## config.mk

```make
export PLATFORM = sky130hd
export DESIGN_NAME = scale_sched
export DESIGN_NICKNAME = d
export VERILOG_FILES = /design/src/rtl/scale_sched.sv
export SDC_FILE = /design/constraint.sdc
export NUM_CORES = 1
export LEC_CHECK = 0
export BUFFER_PORTS_ARGS = -buffer_cell sky130_fd_sc_hd__buf_2
export CORE_MARGIN = 5
export CORE_UTILIZATION = 64
export CTS_BUF_LIST = sky130_fd_sc_hd__clkbuf_16
export CTS_CLUSTER_SIZE = 25
export DETAILED_ROUTE_END_ITERATION = 12
export GPL_TIMING_DRIVEN = 0
export PLACE_DENSITY_LB_ADDON = 0.12
export REMOVE_ABC_BUFFERS = 1
export SYNTH_ARGS = -nofsm -noshare
export SYNTH_HDL_FRONTEND = slang
export SYNTH_SLANG_ARGS = --single-unit
```

## constraint.sdc

```tcl
create_clock -name clk -period 5.8 [get_ports clk]
set_clock_uncertainty 0.15 [all_clocks]
set_input_delay 1.16 -clock clk [delete_from_list [all_inputs] [get_ports clk]]
set_output_delay 1.16 -clock clk [all_outputs]
set_load 0.05 [all_outputs]
```

## src/rtl/scale_sched.sv

```systemverilog
`default_nettype none
// ============================================================================
// Module   : scale_sched
// Purpose  : Sequencer for the requantization scale unit. Streams accumulator
//            beats into scale, attaching the per-channel multiplier m, shift n
//            (looked up in a small channel table) and the layer ReLU enable.
//            Tracks channel/pixel position and results still in flight, and
//            pulses done once every issued beat has returned as s_valid.
// Ports    : clk, rst_n                   - clock, async active-low reset
//            cfg_start/ch_num/pix_num/relu - layer configuration (IDLE only)
//            tab_we/addr/m/n              - channel-table write port (IDLE only)
//            acc_data/valid/ready         - accumulator beat stream in
//            sc_m_data1/m_data2/n/relu_en/m_valid1 - issue towards scale
//            sc_s_valid                   - result-return pulse from scale
//            busy, done                   - layer status
// Revision : 1.0 - initial release
// ============================================================================
module scale_sched #(
    parameter int DW    = 22,
    parameter int DN    = 1,
    parameter int CH_AW = 4,
    parameter int CNT_W = 16,
    parameter int OS_W  = 4
) (
    input  logic                clk,
    input  logic                rst_n,
    input  logic                cfg_start,
    input  logic [CH_AW:0]      cfg_ch_num,
    input  logic [CNT_W-1:0]    cfg_pix_num,
    input  logic                cfg_relu,
    input  logic                tab_we,
    input  logic [CH_AW-1:0]    tab_addr,
    input  logic [8:0]          tab_m,
    input  logic [4:0]          tab_n,
    input  logic [DN*DW-1:0]    acc_data,
    input  logic                acc_valid,
    output logic                acc_ready,
    output logic [DN*DW-1:0]    sc_m_data1,
    output logic [DN*9-1:0]     sc_m_data2,
    output logic [4:0]          sc_n,
    output logic                sc_relu_en,
    output logic                sc_m_valid1,
    input  logic                sc_s_valid,
    output logic                busy,
    output logic                done
);

    typedef enum logic [1:0] {
        IDLE  = 2'd0,
        RUN   = 2'd1,
        DRAIN = 2'd2
    } state_t;

    localparam logic [OS_W-1:0] C_OS_MAX = {OS_W{1'b1}};
    localparam int              C_DEPTH  = 2 ** CH_AW;

    state_t             r_state;
    state_t             w_state_nxt;

    // Channel table entry layout: {m[8:0], n[4:0]}
    logic [13:0]        r_tab [C_DEPTH];

    logic [CH_AW:0]     r_ch_num;
    logic [CNT_W-1:0]   r_pix_num;
    logic               r_relu;
    logic [CH_AW-1:0]   r_ch_idx;
    logic [CNT_W-1:0]   r_pix_cnt;
    logic [OS_W-1:0]    r_os_cnt;
    logic               r_done_zero;

    logic               w_start;
    logic               w_zero_cfg;
    logic               w_accept;
    logic               w_last_pix;
    logic               w_last_beat;
    logic               w_os_full;
    logic               w_ret;
    logic               w_drain_done;
    logic [13:0]        w_entry;

    assign w_start      = (r_state == IDLE) && cfg_start;
    assign w_zero_cfg   = (cfg_ch_num == '0) || (cfg_pix_num == '0);
    assign w_accept     = acc_valid && acc_ready;
    assign w_last_pix   = (r_pix_cnt == r_pix_num - 1'b1);
    assign w_last_beat  = w_last_pix && ({1'b0, r_ch_idx} == r_ch_num - 1'b1);
    assign w_entry      = r_tab[r_ch_idx];

    // The counter lags an accept by one cycle (it counts issues), so a beat
    // already registered for issue is counted ahead of time here; otherwise
    // an accept at MAX-1 with an issue pending would overflow the counter.
    assign w_os_full    = (r_os_cnt == C_OS_MAX) ||
                          (sc_m_valid1 && (r_os_cnt == C_OS_MAX - 1'b1));

    // A return is honoured only if something is in flight; a return coinciding
    // with an issue cancels it out, so that case is honoured too.
    assign w_ret        = sc_s_valid && ((r_os_cnt != '0) || sc_m_valid1);

    // Completion is decided combinationally so done lands one cycle after the
    // final s_valid.
    assign w_drain_done = (r_state == DRAIN) && (r_os_cnt == '0) && !sc_m_valid1;

    assign done         = r_done_zero | w_drain_done;

    // ------------------------------------------------------------------------
    // State machine
    // ------------------------------------------------------------------------
    always_ff @(posedge clk or negedge rst_n) begin
        if (!rst_n) begin
            r_state <= IDLE;
        end else begin
            r_state <= w_state_nxt;
        end
    end

    always_comb begin
        w_state_nxt = r_state;
        acc_ready   = 1'b0;
        busy        = 1'b0;
        case (r_state)
            IDLE: begin
                if (w_start && !w_zero_cfg) begin
                    w_state_nxt = RUN;
                end
            end
            RUN: begin
                busy      = 1'b1;
                acc_ready = !w_os_full;
                if (w_accept && w_last_beat) begin
                    w_state_nxt = DRAIN;
                end
            end
            DRAIN: begin
                busy = !w_drain_done;
                if (w_drain_done) begin
                    w_state_nxt = IDLE;
                end
            end
            default: begin
                w_state_nxt = IDLE;
            end
        endcase
    end

    // ------------------------------------------------------------------------
    // Channel table (contents intentionally not reset)
    // ------------------------------------------------------------------------
    always_ff @(posedge clk) begin
        if ((r_state == IDLE) && tab_we) begin
            r_tab[tab_addr] <= {tab_m, tab_n};
        end
    end

    // ------------------------------------------------------------------------
    // Configuration, position counters and issue registers
    // ------------------------------------------------------------------------
    always_ff @(posedge clk or negedge rst_n) begin
        if (!rst_n) begin
            r_ch_num    <= '0;
            r_pix_num   <= '0;
            r_relu      <= 1'b0;
            r_ch_idx    <= '0;
            r_pix_cnt   <= '0;
            r_done_zero <= 1'b0;
            sc_m_data1  <= '0;
            sc_m_data2  <= '0;
            sc_n        <= '0;
            sc_relu_en  <= 1'b0;
            sc_m_valid1 <= 1'b0;
        end else begin
            r_done_zero <= w_start && w_zero_cfg;
            sc_m_valid1 <= w_accept;
            if (w_start) begin
                r_ch_num  <= cfg_ch_num;
                r_pix_num <= cfg_pix_num;
                r_relu    <= cfg_relu;
                r_ch_idx  <= '0;
                r_pix_cnt <= '0;
            end else if (w_accept) begin
                sc_m_data1 <= acc_data;
                sc_m_data2 <= {DN{w_entry[13:5]}};
                sc_n       <= w_entry[4:0];
                sc_relu_en <= r_relu;
                if (w_last_pix) begin
                    r_pix_cnt <= '0;
                    r_ch_idx  <= r_ch_idx + 1'b1;
                end else begin
                    r_pix_cnt <= r_pix_cnt + 1'b1;
                end
            end
        end
    end

    // ------------------------------------------------------------------------
    // Outstanding-result counter
    // ------------------------------------------------------------------------
    always_ff @(posedge clk or negedge rst_n) begin
        if (!rst_n) begin
            r_os_cnt <= '0;
        end else if (w_start) begin
            r_os_cnt <= '0;
        end else begin
            case ({sc_m_valid1, w_ret})
                2'b10:   r_os_cnt <= r_os_cnt + 1'b1;
                2'b01:   r_os_cnt <= r_os_cnt - 1'b1;
                default: r_os_cnt <= r_os_cnt;
            endcase
        end
    end

endmodule
`default_nettype wire
```

Word-level counts from Yosys, hierarchy flattened
Memories as Yosys holds them, arrays and structs flattened. A register that Yosys moved wholly into a read port is not among the register bits.
Cells that the tools add are included.
Cells by class
  $add $sub $neg: 6
  $mul: 0
  divide/modulo/power cells: 0
  $lt $le $gt $ge: 0
  eq/ne operators: 11
  shift operators: 0
  multiplexer cells: 16
  bitwise logic cells: 2
  reductions and logical operators: 30
Operators with widths (number)
  two-way mux 16 bit: 3
  adder 16 x 1 -> 16 bit (second input constant): 1
  equality test 16 bit: 1
  zero test 16 bit: 1
  two-way mux 4 bit: 4
  subtractor 16 x 1 -> 16 bit (second input constant): 1
  logical AND 1 bit: 11
  adder 4 x 1 -> 4 bit (second input constant): 2
  equality test 4 bit (second input constant): 2
  one-hot mux 4 bit (2 select lines): 1
  two-way mux 2 bit: 3
  one-hot mux 2 bit (3 select lines): 1
  equality test 4 x 5 -> 1 bit: 1
  zero test 1 bit: 5
  zero test 5 bit: 1
  subtractor 5 x 1 -> 5 bit (second input constant): 1
  equality test 2 x 1 -> 1 bit (second input constant): 2
  equality test 2 bit (second input constant): 2
  zero test 4 bit: 1
  != test 2 bit (second input constant): 2
  AND reduction 2 bit: 2
  nonzero test 2 bit: 2
  nonzero test 4 bit: 1
  subtractor 4 x 1 -> 4 bit (second input constant): 1
  other kinds (9): 13
Word-level totals
  bits in registers: 73
  bits in latches: 0
  memory bits (writable): 224
  bits in read-only memories: 0
  output and inout bits: 41
  word-level logic and storage cells: 77
  memories kept: 1
Memories
  r_tab: depth 16, width 14, read ports 1, clocked after memory_dff 1, wr ports 1, line 61  | logic [13:0] r_tab [C_DEPTH];

Longest topological paths before layout
Gate-level depths: netlist (run 1).
  depth in word-level cells: 9
  gate-level depth with buffers: 10

Worst setup path after synthesis (run 1)
Ideal clock, no wire load.
  kind: in2reg
  from: input tab_we
  to: memory r_tab[0][0] (enable)
  setup time: 0.403 ns
  data arrival time: 2.594 ns
  setup slack: 2.653 ns
  stages on the path: 3
  cells stage by stage: nand2_1 > or3_1 > nor3_1
Between the ends
  cells in the longest elaborated chain, start to end: 3
RTL lines
  start, declared: line 31  | input logic tab_we,
  logical AND 1 bit: line 148  | if ((r_state == IDLE) && tab_we) begin
  two-way mux 1 bit: line 148
  two-way mux 1 bit (not written as such): line 149  | r_tab[tab_addr] <= {tab_m, tab_n};
  end, declared: line 61
No other way between the ends.

Final worst setup path (run 1)
  from: register r_pix_num[2]
  to: register r_pix_cnt[2]
Between the ends
  cells in the longest elaborated chain, start to end: 5
RTL lines
  start, declared: line 64  | logic [CNT_W-1:0] r_pix_num;
  start signal, assigned: line 174  | r_pix_num <= cfg_pix_num;
  subtractor 16 x 1 -> 16 bit: line 84  | assign w_last_pix = (r_pix_cnt == r_pix_num - 1'b1);
  equality test 16 bit: line 84
  two-way mux 16 bit: line 183  | if (w_last_pix) begin
  two-way mux 16 bit: line 178  | end else if (w_accept) begin
  two-way mux 16 bit: line 172  | if (w_start) begin
  end signal, assigned: line 187  | r_pix_cnt <= r_pix_cnt + 1'b1;
  end, declared: line 67  | logic [CNT_W-1:0] r_pix_cnt;
No other way between the ends. The select of a mux whose other input is x is not followed.
A chain may end at the register's enable or synchronous reset.

==> results of run 1 <==
## power groups by stage
stage | Combinational (W) | Sequential (W) | Clock [W]
2_1_floorplan | 0.000678 | 0.00328 | 0
3_3_place_gp | 0.00144 | 0.00290 | 0
3_5_place_dp | 0.00151 | 0.00291 | 0
4_1_cts | 0.00151 | 0.00286 | 0.00192
5_1_grt | 0.00165 | 0.00290 | 0.00201
6_report | 0.00150 | 0.00287 | 0.00189
## critical path, stage by stage, from the launching register on
cell	delay, ps
dfrtp_1	460
nor3_1	640
nand4_1	240
or4_1	520
a211o_1	330
nor4_4	630
buf_6	250
nor2_2	110
a221o_1	320
## layout make-up
cell class	instances	area (sq um)
multi-input cells	576	4070
repair buffers	126	821
inverters	13	48.8
clock buffers	31	776
flip-flops and latches	311	8910
well taps	270	338
clock inverters	27	191
fillers	1251	5080
## cells by family (layout without fill, tap and decap cells)
logic type,after synthesis,in the layout
XOR/XNOR,28,28
AND/OR/NAND/NOR,336,336
multiplexers,87,87
AO/OA/AOI/OAI,114,114
flip-flops,311,311
buffers and inverters,61,197
adder cells (fa/ha/maj),11,11
## placed cells by master (no fill, tap or decap), drive strengths merged, types with 7 or more instances in the layout
cell and n:
a21oi 8, a221o 9, and2 8, buf 126
clkbuf 31, clkinv 14, dfrtp 87, edfxtp 224
ha 10, inv 22, mux2i 58, mux4 28
nand2 193, nand2b 7, nand3 16, nor2 44
nor2b 8, nor3 15, nor4 10, o21ai 24
o221ai 42, xnor2 12, xor2 16
## state kept, by name, summed over array words and instances (netlist names)
signal	cells
r_relu	1
sc_m_data1	22
r_ch_num	5
sc_n	5
r_pix_num	16
r_state	2
r_done_zero	1
sc_m_data2	9
r_tab	224
sc_relu_en	1
sc_m_valid1	1
r_os_cnt	4
r_ch_idx	4
r_pix_cnt	16
## per-layer routing
| layer | part of all wire, % | up-vias |
|---|---|---|
| met5 | 0 | - |
| li1 | - | 3794 |
| met1 | 41 | 4043 |
| met3 | 5.3 | 37 |
| met4 | 1.9 | 0 |
| met2 | 52 | 241 |
## how the worst min path moves through the flow
stage / depth (start not counted) / end / start
after floorplan: 2 / sc_relu_en / r_relu
after global placement: 2 / sc_m_data1[20] / sc_m_data1[20]
after detailed placement: 2 / sc_m_data1[19] / sc_m_data1[19]
after CTS: 2 / sc_m_data1[19] / sc_m_data1[19]
after global routing: 2 / sc_m_data1[1] / sc_m_data1[1]
final: 2 / sc_m_data1[19] / sc_m_data1[19]
## per-stage QoR
step	cell area (sq um)	util [%]	cells	worst slack, ps	hold WS [ps]
floorplan	13000	-	900	1530	289
global placement	13800	68.4	1278	425	302
detailed placement	14200	70.1	1296	2010	307
CTS	15200	74.9	1354	2060	321
global route	15200	74.9	1354	1790	350
finish	15200	74.9	1354	2030	319
==> summary.md, run 1 <==
| Metric | Value |
|---|---|
| Worst Setup SP | `r_pix_num[2]` |
| Syn Inst Count | `948` |
| Leakage power | `5.64 nW` |
| CTS Buf Count | `31` |
| GPL Wtd Cong | `0.839` |
| Number of global-route vias before repair | `8281` |
| Grt met2 use | `42.1%` |
| Peak VDD IR | `271 uV` |
| Starting Density | `65.0%` |
| Clk buf depth | `3` |
| Total power | `0.00626 W` |
| Status | `complete, no violations` |
| P_int | `0.00418 W` |
| Final Hold Vio Count | `0` |
| Antenna Nets Post-Route | `0` |
| Synth unique cells | `62` |
| Mux cell area share after synthesis | `9.30%` |
| Hold Buf Count CTS | `0` |
| EDFF count, synth | `224` |
| Slew HR | `10.4%` |
| Largest family of logic cells by synthesized area | `simple AND/OR/NAND/NOR gates` |
| Layout net count | `1138` |
| Vias | `8115` |
| Post-synthesis xor/xnor area fraction | `1.86%` |
| Worst-path clk slew | `60 ps` |
| Area leader, netlist | `edfxtp_1` |
| Least-Margin Pin Slew | `1340 ps` |
| Gr ovfl total | `0` |
| Wirelength, routed | `28.2 mm` |
| Largest net degree at the start of global routing | `71` |
| Clock network fraction of total power | `30.2%` |
| Seq pwr share | `45.8%` |
| Clock latency on the worst-skew pair | `550 ps` |
| Max-slew violations | `0` |
| WS Path Type | `reg2reg` |
| Post-synthesis compound-gate area fraction | `6.63%` |
| Initial antenna violation count | `0` |
| M1 GR Usage | `32.1%` |
| Fin crit period | `3770 ps` |
| GR peak layer | `met2` |
| DIE AREA | `23500 sq um` |
| TritonRoute pass-1 iters | `5` |
| Synth Area in Adders | `1.10%` |
| Net Sw Power | `0.00207 W` |
| Setup TNS | `0 ps` |
| CTS tree | `yes` |
| Post-route clock period utilization | `65.1%` |
| Max cap viols | `0` |
| Core Rows | `52` |
| Most numerous cell in the Yosys netlist | `edfxtp_1` |
| Cell Area, Synth | `13200 sq um` |
| Nature of the critical path startpoint | `flip-flop` |
| Worst reg2reg startpoint | `r_pix_num[2]` |
| Sw Ratio | `33.1%` |
| Synth top area cells | `edfxtp_1, dfrtp_1, nand2_1` |
| Die W | `153 um` |
| Post-CTS Resized | `0` |
| Max Clk Rate | `265 MHz` |
| Die H | `153 um` |
| Seq/Total Area, Yosys | `67.7%` |
| H-Tree Depth | `1` |
| First-pass GRT wire length | `44.7 mm` |
| DR DRC count | `0` |
| Clock Sinks | `311` |
| Final setup vio count | `0` |
| Crit path DAT | `4050 ps` |
| PD cells | `413 nW/um^2` |
| Simple-gate share of the synthesized area | `11.6%` |
| Reg-to-reg slack, setup | `2030 ps` |
| Flops & latches, synth | `311` |
| Main synth FF type | `edfxtp_1` |
| Core footprint | `20200 sq um` |
| Port Buf Inserts | `108` |
| Commonest cells in the netlist | `edfxtp_1, nand2_1, dfrtp_1` |
| DR iter-0 viols | `511` |
| Ratio of cells with drive above 1 in the final layout | `20.0%` |
| WL per Instance | `20.8 um` |
| Worst Setup End Kind | `flip-flop` |
| GR met3 Demand/Resource | `3.34%` |
| Antenna cells | `0` |
| Max FO, Critical Path | `11` |
| CTS root buf | `clkbuf_16` |
| Worst endpoint required time | `6080 ps` |
| Hpwl dp | `18.5 mm` |
| Worst min path class | `reg2reg` |
| Asr flop ratio synth | `28.0%` |
| Area growth syn-to-layout | `15.2%` |
| Syn_area_per_cell | `13.9 sq um` |
| Crit path capture | `r_pix_cnt[2]` |
| FF-to-FF path depth | `8` |
| Postcts setup bufs | `0` |
| Share of the synthesized area in the top cell type | `51.1%` |
| Yosys warning total | `0` |
| Comb pwr share | `24.0%` |
| IO Count | `109` |
| Via density | `5.99` |
| RSZ-0062 raised after global routing | `false` |
| FF-to-FF End | `r_pix_cnt[2]` |
| Total track usage | `23.9%` |
Power figures use the tool's default switching activity.
==> inputs of run 2 (changes only) <==
Settings changed: CORE_UTILIZATION 64 to 60.
Clock period 5.8 ns to 3.8 ns, I/O delays scaled along.
==> run 2 against run 1 <==
Hold slack worse by 19 ps. Clock power up 72%. First-iteration DRC count up 4.3%. Core utilization down 4.0 points. Non-clock buffer count up 4. Combinational power up 54%. Register-to-register slack worse by 1800 ps. Highest routed layer is now met5.
==> summary.md, run 2 (synthesis gave the netlist of run 1 again) <==
| Metric | Value |
|---|---|
| Status | `complete, no violations` |
| RSZ-0062 raised after global routing | `false` |
| Post-route clock period utilization | `94.8% (+30 points)` |
| Slew HR | `8.37% (-2.1 points)` |
| Core Rows | `54 (+3.8%)` |
| Worst-path clk slew | `60 ps (about the same)` |
| Final hold slack | `300 ps (-18.9 ps)` |
| CTS tree | `yes` |
| Least-Margin Pin Slew | `1370 ps (+30.9 ps)` |
| Hold Path End | `sc_m_data1[5]` |
| CTS root buf | `clkbuf_16` |
| Area growth syn-to-layout | `17.0%` |
| Top Registers | `r_tab (224), sc_m_data1 (22)` |
| Cell depth of the worst hold path | `3 (+1)` |
| Antenna cells | `0 (unchanged)` |
| Number of global-route vias before repair | `8358 (+0.93%)` |
| Clk buf depth | `3 (unchanged)` |
| Fin cells | `1371 (+1.3%)` |
| Reg-to-reg slack, setup | `200 ps (-1830 ps)` |
| Nature of the critical path startpoint | `flip-flop` |
| WS Path Type | `reg2reg` |
| Peak VDD IR | `469 uV (+73%)` |
| IO Count | `109 (unchanged)` |
| Register Area | `8910 sq um (unchanged)` |
| Hpwl dp | `18.6 mm (+0.86%)` |
| Core footprint | `21700 sq um (+7.2%)` |
| Max cap viols | `0 (unchanged)` |
| Die W | `158 um (+3.1%)` |
| TritonRoute pass-1 iters | `5 (unchanged)` |
| Port Buf Inserts | `108 (unchanged)` |
| Min-delay src | `acc_data[5]` |
| Worst reg2reg startpoint | `r_pix_num[7]` |
| Sw Ratio | `32.8% (-0.35 points)` |
| Net Sw Power | `0.00326 W (+57%)` |
| Area occupied by multi-input gates | `4080 sq um (+0.25%)` |
| Worst Setup End Kind | `flip-flop` |
| Clock latency on the worst-skew pair | `510 ps (-40 ps)` |
| Fin crit period | `3600 ps (-173 ps)` |
| Max reg flops | `224 (unchanged)` |
| P_int | `0.00668 W (+60%)` |
| DIE AREA | `25000 sq um (+6.2%)` |
| Vias | `8243 (+1.6%)` |
| FF-to-FF End | `r_pix_cnt[4]` |
| DR DRC count | `0 (unchanged)` |
| Die H | `158 um (+3.1%)` |
| Largest Register | `r_tab` |
| Worst min path class | `in2reg` |
| First-pass GRT wire length | `46.0 mm (+2.9%)` |
| Final Hold Vio Count | `0 (unchanged)` |
| Clock Sinks | `311 (unchanged)` |
| Seq pwr share | `44.0% (-1.8 points)` |
| Max FO, Critical Path | `11 (unchanged)` |
| Dpl cells | `1309 (+1.0%)` |
| Largest net degree at the start of global routing | `69 (-2.8%)` |
| Gr ovfl total | `0 (unchanged)` |
| GPL Wtd Cong | `0.811 (-3.3%)` |
| Leakage power | `5.75 nW (+1.9%)` |
| Via density | `6.01 (+0.32%)` |
| Wirelength, routed | `29.4 mm (+4.3%)` |
| Starting Density | `60.6% (-4.4 points)` |
| Comb pwr share | `23.2% (-0.8 points)` |
| Final setup vio count | `0 (unchanged)` |
| Worst endpoint required time | `4030 ps (-2050 ps)` |
| Postcts setup bufs | `0 (unchanged)` |
| Most common cell after layout, fill and taps aside | `edfxtp_1` |
| CTS Buf Count | `34 (+9.7%)` |
| Max-slew violations | `0 (unchanged)` |
| Antenna Nets Post-Route | `0 (unchanged)` |
| PD cells | `647 nW/um^2 (+57%)` |
| Ratio of cells with drive above 1 in the final layout | `21.6% (+1.6 points)` |
| Total track usage | `24.1% (+0.13 points)` |
| Clock network fraction of total power | `32.8% (+2.6 points)` |
| Crit path DAT | `3830 ps (-220 ps)` |
| Most frequent cells in the layout | `edfxtp_1, nand2_1, buf_2` |
| FF-to-FF path depth | `8 (unchanged)` |
| H-Tree Depth | `2 (+1)` |
| WL per Instance | `21.4 um (+3.0%)` |
| Layout net count | `1145 (+0.62%)` |
| Max Clk Rate | `278 MHz (+4.8%)` |
| Initial antenna violation count | `1 (+1)` |
| DR iter-0 viols | `533 (+4.3%)` |
| Fill cell total of the finished layout | `1426 (+14%)` |
[run 2: cell count changes in the layout (fill, tap and decap cells not counted), sizes merged]
cell         previous run  this run
buf                   126       129
bufinv                  3         4
clkbuf                 31        35
clkinv                 14        11
dlygate4sd3             0         1
inv                    22        23
[run 2: stage by stage]
stage | setup slack [ps] | area (sq um) | total power, W | util, % | TNS [ps]
after floorplan | -467 | 13000 | 0.00604 | - | -7670
after global placement | -1690 | 13900 | 0.00664 | 63.9 | -54550
after detailed placement | 164 | 14200 | 0.00675 | 65.7 | 0
after CTS | 130 | 15400 | 0.0100 | 70.9 | 0
after global routing | 14.3 | 15400 | 0.0104 | 70.9 | 0
final | 199 | 15400 | 0.00995 | 70.9 | 0
[run 2: area by class of cell]
cell class / count / area share [%]
clock buffers: 35 / 5.69
flip-flops and latches: 311 / 57.9
inverters: 13 / 0.317
multi-input cells: 576 / 26.5
well taps: 280 / 2.28
clock inverters: 26 / 1.58
repair buffers: 130 / 5.70
[run 2: critical path, cell delays in order, from the launching register on]
cell     delay, ps
dfrtp_1        500
nor4_1         520
nand4_1        220
or4_1          510
a211o_1        330
nor4_4         580
buf_6          240
nor2_2         110
a221o_1        320
[run 2: power by group through the flow]
| stage | sequential, W | combinational (W) | clock, W |
|---|---|---|---|
| floorplan | 0.00501 | 0.00103 | 0 |
| global placement | 0.00443 | 0.00221 | 0 |
| detailed placement | 0.00443 | 0.00232 | 0 |
| CTS | 0.00437 | 0.00233 | 0.00332 |
| global route | 0.00443 | 0.00255 | 0.00347 |
| finish | 0.00438 | 0.00231 | 0.00326 |
[run 2: metal layers]
metal	track usage [%]	part of all wire (%)	vias to the layer above	wire length, um
li1	-	-	3810	-
met4	6.82	2.3	2	673
met3	3.36	5.4	53	1600
met5	0	0.044	-	13
met2	42.3	52	244	15200
met1	31.7	41	4134	11900
[run 2: worst max path at each step]
stage / from / end / slack (ps) / depth (start not counted)
final: r_pix_num[7] / r_pix_cnt[4] / 200 / 8
after global routing: r_pix_num[7] / r_pix_cnt[4] / 10 / 8
after CTS: r_pix_num[2] / r_pix_cnt[4] / 130 / 8
after detailed placement: r_pix_num[2] / r_pix_cnt[7] / 160 / 8
after global placement: r_ch_idx[0] / sc_m_data2[3] / -1690 / 3
after floorplan: r_ch_idx[0] / sc_m_data2[0] / -470 / 3
[run 2: timing repair]
action | in CTS | in global routing
hold endpoints to repair | 3 | 0
resized for setup | 0 | 1
setup endpoints to repair | 0 | 12
hold buffers | 1 | 0
